--- config.mk ---
export PLATFORM = sky130hd
export DESIGN_NAME = mult_seq
export DESIGN_NICKNAME = d
export VERILOG_FILES = /design/src/rtl/mult_seq.sv
export SDC_FILE = /design/constraint.sdc
export NUM_CORES = 1
export LEC_CHECK = 0
export ABC_AREA = 1
export CAP_MARGIN = 20
export CORE_MARGIN = 3
export CORE_UTILIZATION = 50
export CTS_CLUSTER_DIAMETER = 50
export CTS_CLUSTER_SIZE = 8
export DETAILED_ROUTE_END_ITERATION = 6
export HOLD_SLACK_MARGIN = 0.12
export PLACE_DENSITY = 0.73
export SYNTH_ARGS = -nofsm -noshare
export SYNTH_HDL_FRONTEND = slang
export SYNTH_SLANG_ARGS = --single-unit
--- constraint.sdc ---
create_clock -name clock -period 3.5 [get_ports clock]
set_input_delay 0.7 -clock clock [delete_from_list [all_inputs] [get_ports clock]]
set_output_delay 0.7 -clock clock [all_outputs]
set_load 0.005 [all_outputs]
--- src/rtl/mult_seq.sv ---
// Sequential radix-2 shift-add multiplier for MULT/MULTU; one partial product per falling edge.
// Magnitudes are multiplied unsigned and the sign is applied once, in the FIX step.
module mult_seq #(
  parameter int WIDTH = 32
) (
  input  logic             clock,
  input  logic             reset,
  input  logic             start,
  input  logic             is_signed,
  input  logic [WIDTH-1:0] a,
  input  logic [WIDTH-1:0] b,
  output logic [WIDTH-1:0] hi,
  output logic [WIDTH-1:0] lo,
  output logic             busy,
  output logic             done
);

  localparam int CW = (WIDTH > 1) ? $clog2(WIDTH) : 1;
  localparam logic [CW-1:0] LAST = CW'(WIDTH - 1);

  typedef enum logic [1:0] {
    IDLE = 2'd0,
    RUN  = 2'd1,
    FIX  = 2'd2
  } state_t;

  state_t             state_q, state_d;
  logic [WIDTH-1:0]   mcand_q, mcand_d;
  logic [WIDTH-1:0]   mplier_q, mplier_d;
  logic [WIDTH-1:0]   acc_q, acc_d;
  logic [WIDTH-1:0]   hi_q, hi_d;
  logic [WIDTH-1:0]   lo_q, lo_d;
  logic [CW-1:0]      count_q, count_d;
  logic               neg_q, neg_d;
  logic               busy_q, busy_d;
  logic               done_q, done_d;

  logic [WIDTH-1:0]   a_mag;
  logic [WIDTH-1:0]   b_mag;
  logic [WIDTH-1:0]   addend;
  logic [WIDTH:0]     sum;
  logic [2*WIDTH-1:0] prod;
  logic [2*WIDTH-1:0] prod_fixed;

  // The most negative value maps onto itself, which is its correct unsigned magnitude.
  always_comb begin
    a_mag      = (is_signed && a[WIDTH-1]) ? (~a + WIDTH'(1)) : a;
    b_mag      = (is_signed && b[WIDTH-1]) ? (~b + WIDTH'(1)) : b;
    addend     = mplier_q[0] ? mcand_q : '0;
    sum        = {1'b0, acc_q} + {1'b0, addend};
    prod       = {acc_q, mplier_q};
    prod_fixed = neg_q ? (~prod + (2*WIDTH)'(1)) : prod;
  end

  always_comb begin
    state_d  = state_q;
    mcand_d  = mcand_q;
    mplier_d = mplier_q;
    acc_d    = acc_q;
    hi_d     = hi_q;
    lo_d     = lo_q;
    count_d  = count_q;
    neg_d    = neg_q;
    busy_d   = busy_q;
    done_d   = 1'b0;

    case (state_q)
      IDLE: begin
        if (start) begin
          mcand_d  = a_mag;
          mplier_d = b_mag;
          neg_d    = is_signed & (a[WIDTH-1] ^ b[WIDTH-1]);
          acc_d    = '0;
          count_d  = '0;
          busy_d   = 1'b1;
          state_d  = RUN;
        end
      end
      RUN: begin
        // The multiplier register doubles as the low half of the product.
        {acc_d, mplier_d} = {sum, mplier_q[WIDTH-1:1]};
        count_d           = count_q + CW'(1);
        if (count_q == LAST) begin
          state_d = FIX;
        end
      end
      FIX: begin
        {hi_d, lo_d} = prod_fixed;
        busy_d       = 1'b0;
        done_d       = 1'b1;
        state_d      = IDLE;
      end
      default: begin
        state_d = IDLE;
        busy_d  = 1'b0;
      end
    endcase
  end

  always_ff @(negedge clock or negedge reset) begin
    if (!reset) begin
      state_q  <= IDLE;
      mcand_q  <= '0;
      mplier_q <= '0;
      acc_q    <= '0;
      hi_q     <= '0;
      lo_q     <= '0;
      count_q  <= '0;
      neg_q    <= 1'b0;
      busy_q   <= 1'b0;
      done_q   <= 1'b0;
    end else begin
      state_q  <= state_d;
      mcand_q  <= mcand_d;
      mplier_q <= mplier_d;
      acc_q    <= acc_d;
      hi_q     <= hi_d;
      lo_q     <= lo_d;
      count_q  <= count_d;
      neg_q    <= neg_d;
      busy_q   <= busy_d;
      done_q   <= done_d;
    end
  end

  assign hi   = hi_q;
  assign lo   = lo_q;
  assign busy = busy_q;
  assign done = done_q;

endmodule

* After elaboration in Yosys (flattened, before gate mapping)
Cells that the tools add are included.
** Operators by class
- $add $sub $neg :: 5
- Multiply operators :: 0
- Divide/modulo/power cells :: 0
- Magnitude comparators :: 0
- Equality and inequality tests :: 5
- Shift-type cells :: 0
- Muxes and demuxes :: 16
- Bitwise operators :: 6
- Reduce and logical (&&, ||, !) cells :: 8
** Operators by type and width (count)
- $mux W32 :: 5
- $pmux W32 S2 :: 2
- $add A32 B1 Y32 const B :: 2
- $add A64 B1 Y64 const B :: 1
- $mux W64 :: 1
- $not A32 Y32 :: 2
- $not A64 Y64 :: 1
- $add A32 B32 Y33 :: 1
- $pmux W5 S2 :: 1
- $reduce_and A2 Y1 :: 4
- $add A5 B1 Y5 const B :: 1
- $eq A5 B5 Y1 const B :: 1
- $mux W5 :: 1
- $mux W2 :: 2
- $ne A2 B2 Y1 const B :: 2
- $pmux W2 S2 :: 1
- $eq A2 B1 Y1 const B :: 1
- $eq A2 B2 Y1 const B :: 1
- $logic_and A1 B1 Y1 :: 2
- $logic_not A2 Y1 :: 1
- $mux W1 :: 2
- $pmux W1 S2 :: 1
- $reduce_bool A2 Y1 :: 1
- $and A1 B1 Y1 :: 1
- 2 further kinds :: 2
** Word-level totals
- Register bits :: 170
- Bits in latches :: 0
- Bits in writable memories :: 0
- ROM bits :: 0
- Output and inout bits :: 66
- Memories :: 0

* Depth between registers and ports, before layout
Gate-level depths: netlist of run 1.
- Word-level depth :: 5
- Gate-level depth with buffers :: 18
- Mapped depth without buffers :: 16

==> metrics.txt, run 1 <==
status=finished, violations left; failing checks=setup timing; asr flop ratio synth=1.00; worst hold stages=2; final wirelength=around 45 mm; WS Path Type=flip-flop to output port; Worst Hold Class=flip-flop to flip-flop; Synth Area per Inst=roughly 6.3 sq um; Remaining DRCs=0; layout cell share with drive strength beyond 1=0.198; Power per Cell Area=783 nW/um^2; initial antenna violation count=0; R2R depth=15; CP bufs+invs=1; post-synthesis cell count=roughly 2.1k; CP required=between 2 and 3 ns; I/O Pins=roughly 130; crit start category=flip-flop; number of synthesized register bits=170; Setup Slack @ Placement=-0.894 ns; Synthesis Warnings=0; Starting Density=0.515; syn nets=approximately 2.2k; Detailed Place HPWL=between 30 and 40 mm; Clock Skews=0.0115 ns; post-layout util=0.673; PnR worst setup slack=-0.0230 ns; DR vias/cell=roughly 5.4; placer congestion estimate=1.02; first-pass GRT wire length=71.8 mm; worst-path cell chain=buf_2; VDD IR-drop max=around 0.00046 V; die width=approximately 170 microns; R2R Path Start=mplier_q[0]; routed via count=15.0k; leakage power total=between 9 and 10 nW; # port buffers=between 100 and 150; cts hold-fix bufs=0; Routed WL per cell=about 16 microns; Least-Margin Pin Slew=~0.90 ns; count of pins over their slew limit=0; GR Overflow Total=0; Post-synth EDFFs=0; Crit. End Element=output port; Die ar.=about 28,000 sq um; die height=roughly 170 microns; slowest CP cell=dfrtn_1; Unique masters post-synth=46; Worst path top cell family by delay=flip-flops; clock transition at the registers of the reported paths=0.06 ns; r2r endpoint=acc_q[15]; Clock Latency Late Sink=just over 0.4 ns; H-tree Lvls=4; reg2reg setup slack=about 0.65 ns; setup_tns=-0.0230 ns; CP max FO=2; Num CTS Buffers=17; worst hold endpoint=lo[22]; CP Data Arrival Time=roughly 2.8 ns; drt pass-1 iters=6; unrepaired setup endpoints after global routing=yes; Starting DRT DRC Count=roughly 1.6k; Nets=~2.5k; clock root cell=clkbuf_16; CTS Sinks=between 150 and 200; Post-Synthesis Cell Area=13,200 sq um; diode count=0; vias in the first global route=13.9k; largest net degree at the start of global routing=59; Synth-to-Final Area Change=30.7%; row count=58; Detail Route Antenna Nets=0; endpoints failing setup=1; Worst path max stage delay=0.51 ns; HP Start=lo[22]; Synth Flop Type=dfrtn_1; worst rel slew slack=0.402; register area share after synthesis=0.323; Setup crit start=hi[8]; Hold Violations, Final=0; CTS tree=yes; Total Routing Usage GR=0.314; core area=between 20,000 and 30,000 sq um; Hold WS=approximately 0.43 ns; deepest clock path buffer count=2; maxcap violations=0
stage by stage:
step	instances	power [mW]	instance area [sq um]
3_3_place_gp	2674	11.0	16200
5_1_grt	2764	14.6	17200
2_1_floorplan	2092	8.60	13300
6_report	2764	13.5	17200
3_5_place_dp	2674	11.2	16200
4_1_cts	2735	13.3	17100
area by class of cell:
cell class / count / area [sq um]
Sequential cell: 170 / 4250
Clock buffer: 17 / 425
Timing Repair Buffer: 365 / 2890
Inverter: 249 / 978
Tap cell: 330 / 413
Clock inverter: 15 / 196
Fill cell: 2377 / 8340
Multi-Input combinational cell: 1618 / 8050
per-layer routing:
layer  GRT usage  part of all wire  vias up
li1            -                 -     7321
met2       0.507              0.45      678
met5           0                 0        -
met1       0.442              0.44     6859
met3      0.0399             0.082       93
met4      0.0971             0.026        0
power breakdown:
group	internal, mW	switching, mW	total [mW]
Sequential	2.75	1.08	3.83
Clock	1.04	0.980	2.02
Combinational	2.71	4.90	7.61
Total	6.50	6.96	13.5
cell families after synthesis:
group,after synthesis,synth area share
buffers and inverters,306,0.0912
adder cells (fa/ha/maj),38,0.0367
XOR/XNOR,50,0.0333
AND/OR/NAND/NOR,1294,0.414
flip-flops,170,0.323
AO/OA/AOI/OAI,234,0.102
placed cells by master (no fill, tap or decap), drive strengths merged, types with 26 or more instances in the layout:
| cell type | synthesis | final |
|---|---|---|
| nand2 | 793 | 793 |
| nor2 | 266 | 268 |
| buf | 29 | 256 |
| inv | 246 | 253 |
| dfrtn | 170 | 170 |
| nand3 | 169 | 169 |
| o21ai | 126 | 126 |
| clkbuf | 28 | 60 |
| a21oi | 46 | 46 |
| xor2 | 37 | 37 |
| ha | 37 | 37 |
| nand4 | 32 | 32 |
| a22oi | 26 | 26 |
state kept, by name (all words and copies together), names as in the netlist:
| signal | cells |
|---|---|
| acc_q | 32 |
| busy | 1 |
| count_q | 5 |
| done | 1 |
| hi | 32 |
| lo | 32 |
| mcand_q | 32 |
| mplier_q | 32 |
| neg_q | 1 |
| state_q | 2 |
Yosys cell counts, types with 4 or more instances:
library cell | instances | area share
a21oi_1 | 46 | 0.017
a22oi_1 | 26 | 0.015
a31oi_1 | 10 | 0.0048
and3_1 | 4 | 0.0019
buf_2 | 23 | 0.0087
clkbuf_1 | 28 | 0.0080
dfrtn_1 | 170 | 0.32
ha_1 | 37 | 0.035
inv_1 | 241 | 0.069
inv_2 | 5 | 0.0014
nand2_1 | 780 | 0.22
nand2_2 | 12 | 0.0057
nand3_1 | 162 | 0.062
nand3_2 | 6 | 0.0046
nand3b_1 | 10 | 0.0057
nand4_1 | 32 | 0.015
nor2_1 | 240 | 0.068
nor2_2 | 15 | 0.0071
nor2_4 | 9 | 0.0077
nor3_1 | 12 | 0.0046
o211ai_1 | 4 | 0.0023
o21ai_0 | 117 | 0.044
o21ai_1 | 6 | 0.0023
o21bai_1 | 7 | 0.0040
o22ai_1 | 6 | 0.0029
o31ai_1 | 5 | 0.0029
xnor2_1 | 13 | 0.0087
xor2_1 | 37 | 0.025
repair_timing:
action | in CTS | in global routing
pin swaps | 34 | 44
gates resized for setup | 269 | 142
endpoints found under the setup margin | 164 | 93
setup buffers | 26 | 29
gates cloned | 3 | 0
worst max-delay path by stage:
stage | endpoint | depth (start not counted)
3_5_place_dp | mplier_q[30] | 12
5_1_grt | mplier_q[30] | 9
4_1_cts | hi[8] | 1
3_3_place_gp | mplier_q[22] | 12
6_report | hi[8] | 1
2_1_floorplan | mplier_q[22] | 11
Note: power is estimated with default switching activity, not from simulation.
==> run 2: changes to the inputs <==
--- a/config.mk
+++ b/config.mk
@@ -7,13 +7,16 @@
 export LEC_CHECK = 0
 export ABC_AREA = 1
 export CAP_MARGIN = 20
+export CELL_PAD_IN_SITES_DETAIL_PLACEMENT = 0
+export CELL_PAD_IN_SITES_GLOBAL_PLACEMENT = 1
 export CORE_MARGIN = 3
-export CORE_UTILIZATION = 50
+export CORE_UTILIZATION = 41
 export CTS_CLUSTER_DIAMETER = 50
 export CTS_CLUSTER_SIZE = 8
 export DETAILED_ROUTE_END_ITERATION = 6
 export HOLD_SLACK_MARGIN = 0.12
-export PLACE_DENSITY = 0.73
+export PLACE_DENSITY = 0.83
 export SYNTH_ARGS = -nofsm -noshare
 export SYNTH_HDL_FRONTEND = slang
 export SYNTH_SLANG_ARGS = --single-unit
+export TNS_END_PERCENT = 20
==> metrics.txt, run 2 (same netlist as run 1, synthesis figures left out) <==
Starting DRT DRC Count=between 1k and 1.5k; Num CTS Buffers=17; worst rel slew slack=0.334; vias in the first global route=approximately 14k; H-tree Lvls=4; Remaining DRCs=0; endpoints failing setup=0; R2R depth=15; count of pins over their slew limit=0; Clock Latency Late Sink=0.41 ns; Hold Violations, Final=0; routed via count=roughly 14k; reg2reg setup slack=0.74 ns; row count=between 60 and 70; WS Path Type=flip-flop to output port; Detailed Place HPWL=36.0 mm; cts hold-fix bufs=0; status=finished clean; GR Overflow Total=0; Worst Hold Class=flip-flop to flip-flop; die width=about 190 microns; drt pass-1 iters=5; layout cell share with drive strength beyond 1=0.188; die height=~190 microns; VDD IR-drop max=about 0.00030 V; I/O Pins=around 130; largest net degree at the start of global routing=slightly above 60; r2r endpoint=acc_q[27]; Worst path max stage delay=0.49 ns; slowest CP cell=dfrtn_1; total power=roughly 13 mW; worst-path cell chain=buf_2; worst hold stages=2; Fillers=approximately 3.1k; clock transition at the registers of the reported paths=around 0.050 ns; CTS Sinks=170; deepest clock path buffer count=2; most frequent cells in the layout=nand2_1, inv_1, nor2_1, buf_4, dfrtn_1; CP max FO=2; leakage power total=between 8 and 9 nW; clock root cell=clkbuf_16; CP required=around 2.8 ns; Starting Density=0.422; Power per Cell Area=between 700 and 800 nW/um^2; DR vias/cell=5.13; Die ar.=roughly 34,000 sq um; Least-Margin Pin Slew=around 1.0 ns; Worst path top cell family by delay=flip-flops; Clock Skews=about 0.0097 ns; CTS tree=yes; unrepaired setup endpoints after global routing=yes; critical path depth in cells=1; Synth-to-Final Area Change=29.3%; Crit. End Element=output port; R2R Path Start=mplier_q[0]; final wirelength=~45 mm; # port buffers=roughly 130; first-pass GRT wire length=between 70 and 80 mm; post-layout util=0.546; Detail Route Antenna Nets=0; Routed WL per cell=around 16 microns; Setup crit start=hi[5]; Nets=~2.5k; crit start category=flip-flop; diode count=0; maxcap violations=0; placer congestion estimate=between 0.9 and 1; setup_tns=0 ns; commonest non-fill, non-tap cell in the layout=nand2_1; initial antenna violation count=0; CP Data Arrival Time=~2.8 ns; Total Routing Usage GR=0.266; critical path capture point=hi[5]; core area=just over 30,000 sq um; CP bufs+invs=1
==> run 2: repair_timing <==
action,in CTS,in global routing
gates resized for setup,284,137
cloned,2,1
endpoints found under the setup margin,165,81
pin swaps,33,45
setup buffers,14,16
==> run 2: layer usage <==
layer / wire [microns] / vias to the layer above / part of all wire / global-route usage
li1: - / 7229 / - / -
met1: 21900 / 6547 / 0.48 / 0.397
met2: 20100 / 495 / 0.44 / 0.419
met3: 2770 / 39 / 0.061 / 0.0293
met4: 684 / 0 / 0.015 / 0.0537
met5: 0 / - / 0 / 0
==> run 2: per-stage QoR <==
| stage | area [sq um] | cells | hold slack [ns] | worst slack [ns] |
|---|---|---|---|---|
| after detailed placement | 16200 | 2728 | 0.426 | -0.832 |
| after global placement | 16200 | 2728 | 0.423 | -0.811 |
| after floorplan | 13300 | 2092 | 0.403 | -0.125 |
| final | 17000 | 2792 | 0.424 | 0.00543 |
| after global routing | 17000 | 2792 | 0.450 | -0.0336 |
| after CTS | 16900 | 2775 | 0.424 | -0.0910 |
==> run 2: worst min-delay path by stage <==
stage	start	to	slack, ns
4_1_cts	hi[14]	hi[14]	0.42
2_1_floorplan	mcand_q[24]	mcand_q[24]	0.40
6_report	hi[14]	hi[14]	0.42
3_5_place_dp	hi[14]	hi[14]	0.43
5_1_grt	hi[13]	hi[13]	0.45
3_3_place_gp	hi[11]	hi[11]	0.42
==> run 2: where the power goes <==
| part | internal, mW | switching (mW) | total [mW] |
|---|---|---|---|
| clock | 1.04 | 0.900 | 1.94 |
| combinational | 2.63 | 4.75 | 7.38 |
| sequential | 2.75 | 1.08 | 3.83 |
| total | 6.43 | 6.73 | 13.2 |
==> run 2: area by class of cell <==
| type | count | area, sq um | area share |
|---|---|---|---|
| Timing Repair Buffer | 328 | 2640 | 0.155 |
| Inverter | 249 | 973 | 0.0572 |
| Sequential cell | 170 | 4250 | 0.250 |
| Tap cell | 396 | 495 | 0.0291 |
| Multi-Input combinational cell | 1617 | 8060 | 0.474 |
| Clock buffer | 20 | 457 | 0.0268 |
| Clock inverter | 12 | 129 | 0.00758 |
==> run 3: changes to the inputs <==
--- a/config.mk
+++ b/config.mk
@@ -16,6 +16,7 @@
 export DETAILED_ROUTE_END_ITERATION = 6
 export HOLD_SLACK_MARGIN = 0.12
 export PLACE_DENSITY = 0.83
+export SETUP_SLACK_MARGIN = 0.5
 export SYNTH_ARGS = -nofsm -noshare
 export SYNTH_HDL_FRONTEND = slang
 export SYNTH_SLANG_ARGS = --single-unit
==> metrics.txt, run 3 (same netlist as run 1, synthesis figures left out) <==
status=finished, violations left; failing checks=setup timing; initial antenna violation count=0; clock root cell=clkbuf_16; count of pins over their slew limit=0; Worst path max stage delay=0.49 ns; Die ar.=34,300 sq um; clock transition at the registers of the reported paths=~0.05 ns; slowest CP cell=dfrtn_1; CTS tree=yes; Routed WL per cell=between 15 and 20 microns; Worst path top cell family by delay=flip-flops; first-pass GRT wire length=74.5 mm; Detailed Place HPWL=about 36 mm; Power per Cell Area=764 nW/um^2; final wirelength=about 48 mm; deepest clock path buffer count=2; endpoints failing setup=2; Register Area=~4300 sq um; Placed Area=16,200 sq um; worst hold endpoint=hi[27]; diode count=0; die width=185 microns; row count=64; Crit. End Element=output port; worst rel slew slack=0.579; worst-path cell chain=buf_2; # port buffers=about 130; DR vias/cell=roughly 5.2; WS Path Type=flip-flop to output port; Remaining DRCs=0; Least-Margin Pin Slew=0.631 ns; Num CTS Buffers=17; core area=31,100 sq um; Starting DRT DRC Count=between 1k and 1.5k; CTS Sinks=170; routed via count=around 15k; drt pass-1 iters=5; H-tree Lvls=4; Clock Skews=0.00678 ns; Fillers=about 3k; CP required=roughly 2.8 ns; VDD IR-drop max=roughly 0.00040 V; reg2reg setup slack=0.78 ns; Hold WS=0.419 ns; worst hold stages=2; I/O Pins=between 100 and 150; vias in the first global route=between 10k and 15k; Hold Violations, Final=0; CP bufs+invs=1; post-layout util=0.587; HP Start=hi[27]; most frequent cells in the layout=nand2_1, inv_1, nor2_1, buf_4, dfrtn_1; GR Overflow Total=0; Clock Latency Late Sink=slightly above 0.4 ns; r2r endpoint=acc_q[15]; cts hold-fix bufs=0; unrepaired setup endpoints after global routing=yes; DP Cell Count=~2.7k; Multi-input gate area=about 9000 sq um; Total Routing Usage GR=0.278; Synth-to-Final Area Change=38.8%; Starting Density=0.422; die height=~190 microns; commonest non-fill, non-tap cell in the layout=nand2_1; Layout Cells excl Fill=2,826; Nets=around 2.5k; maxcap violations=0; largest net degree at the start of global routing=59; CP max FO=2; crit start category=flip-flop; Design Area, Final=~18,000 sq um; Worst Hold Class=flip-flop to flip-flop; placer congestion estimate=~0.95; setup_tns=-0.00292 ns; Detail Route Antenna Nets=0; PnR worst setup slack=-0.00208 ns; leakage power total=a little over 9 nW; CP Data Arrival Time=~2.8 ns; R2R depth=15; R2R Path Start=mcand_q[0]; layout cell share with drive strength beyond 1=0.284
-- run 3: cell count changes in the layout (fill, tap and decap cells not counted), sizes merged, moves of 6 or more --
| cell | before | now |
|---|---|---|
| clkdlybuf4s50 | 7 | 1 |
| clkbuf | 56 | 31 |
| clkdlybuf4s15 | 15 | 6 |
| buf | 226 | 338 |
| dlymetal6s2s | 19 | 2 |
| dlygate4sd2 | 25 | 4 |
| inv | 254 | 247 |
-- run 3: per-stage QoR --
step	setup WS, ns	power, mW
finish	-0.00208	14.0
floorplan	-0.124	8.60
global placement	-0.823	11.1
global route	-0.0646	15.1
CTS	-0.0130	13.4
detailed placement	-0.852	11.2
-- run 3: power breakdown --
| part | switching [mW] | internal, mW | total (mW) | leakage (nW) |
|---|---|---|---|---|
| clock network | 0.811 | 1.11 | 1.92 | 0.289 |
| logic | 5.23 | 2.95 | 8.18 | 6.95 |
| registers | 1.12 | 2.75 | 3.87 | 2.04 |
-- run 3: worst max path at each step --
| stage | from | end | slack [ns] | depth (start not counted) |
|---|---|---|---|---|
| floorplan | b[1] | mplier_q[22] | -0.12 | 11 |
| global placement | b[1] | mplier_q[26] | -0.82 | 12 |
| detailed placement | b[1] | mplier_q[26] | -0.85 | 12 |
| CTS | hi[4] | hi[4] | -0.01 | 1 |
| global route | b[1] | mplier_q[18] | -0.06 | 12 |
| finish | hi[4] | hi[4] | -0.002 | 1 |
-- run 3: repair_timing --
action	in CTS	in global routing
endpoints found under the setup margin	169	168
resized for setup	761	195
setup buffers	47	14
cloned	5	0
hold endpoints to repair	0	0
pin swaps	223	218
-- run 3: area by class of cell --
class                           count  share of cell area
Clock buffer                       21              0.0257
Clock inverter                     10             0.00644
Inverter                          249              0.0545
Multi-Input combinational cell   1619               0.493
Sequential cell                   170               0.233
Tap cell                          396              0.0271
Timing Repair Buffer              361               0.160
-- run 3: routing by layer --
metal,part of all wire,track usage,routed length (microns),vias up
li1,-,-,-,7306
met1,0.46,0.405,22400,6820
met2,0.45,0.432,21800,527
met3,0.064,0.0399,3080,65
met4,0.022,0.0753,1070,0
met5,0,0,0,-
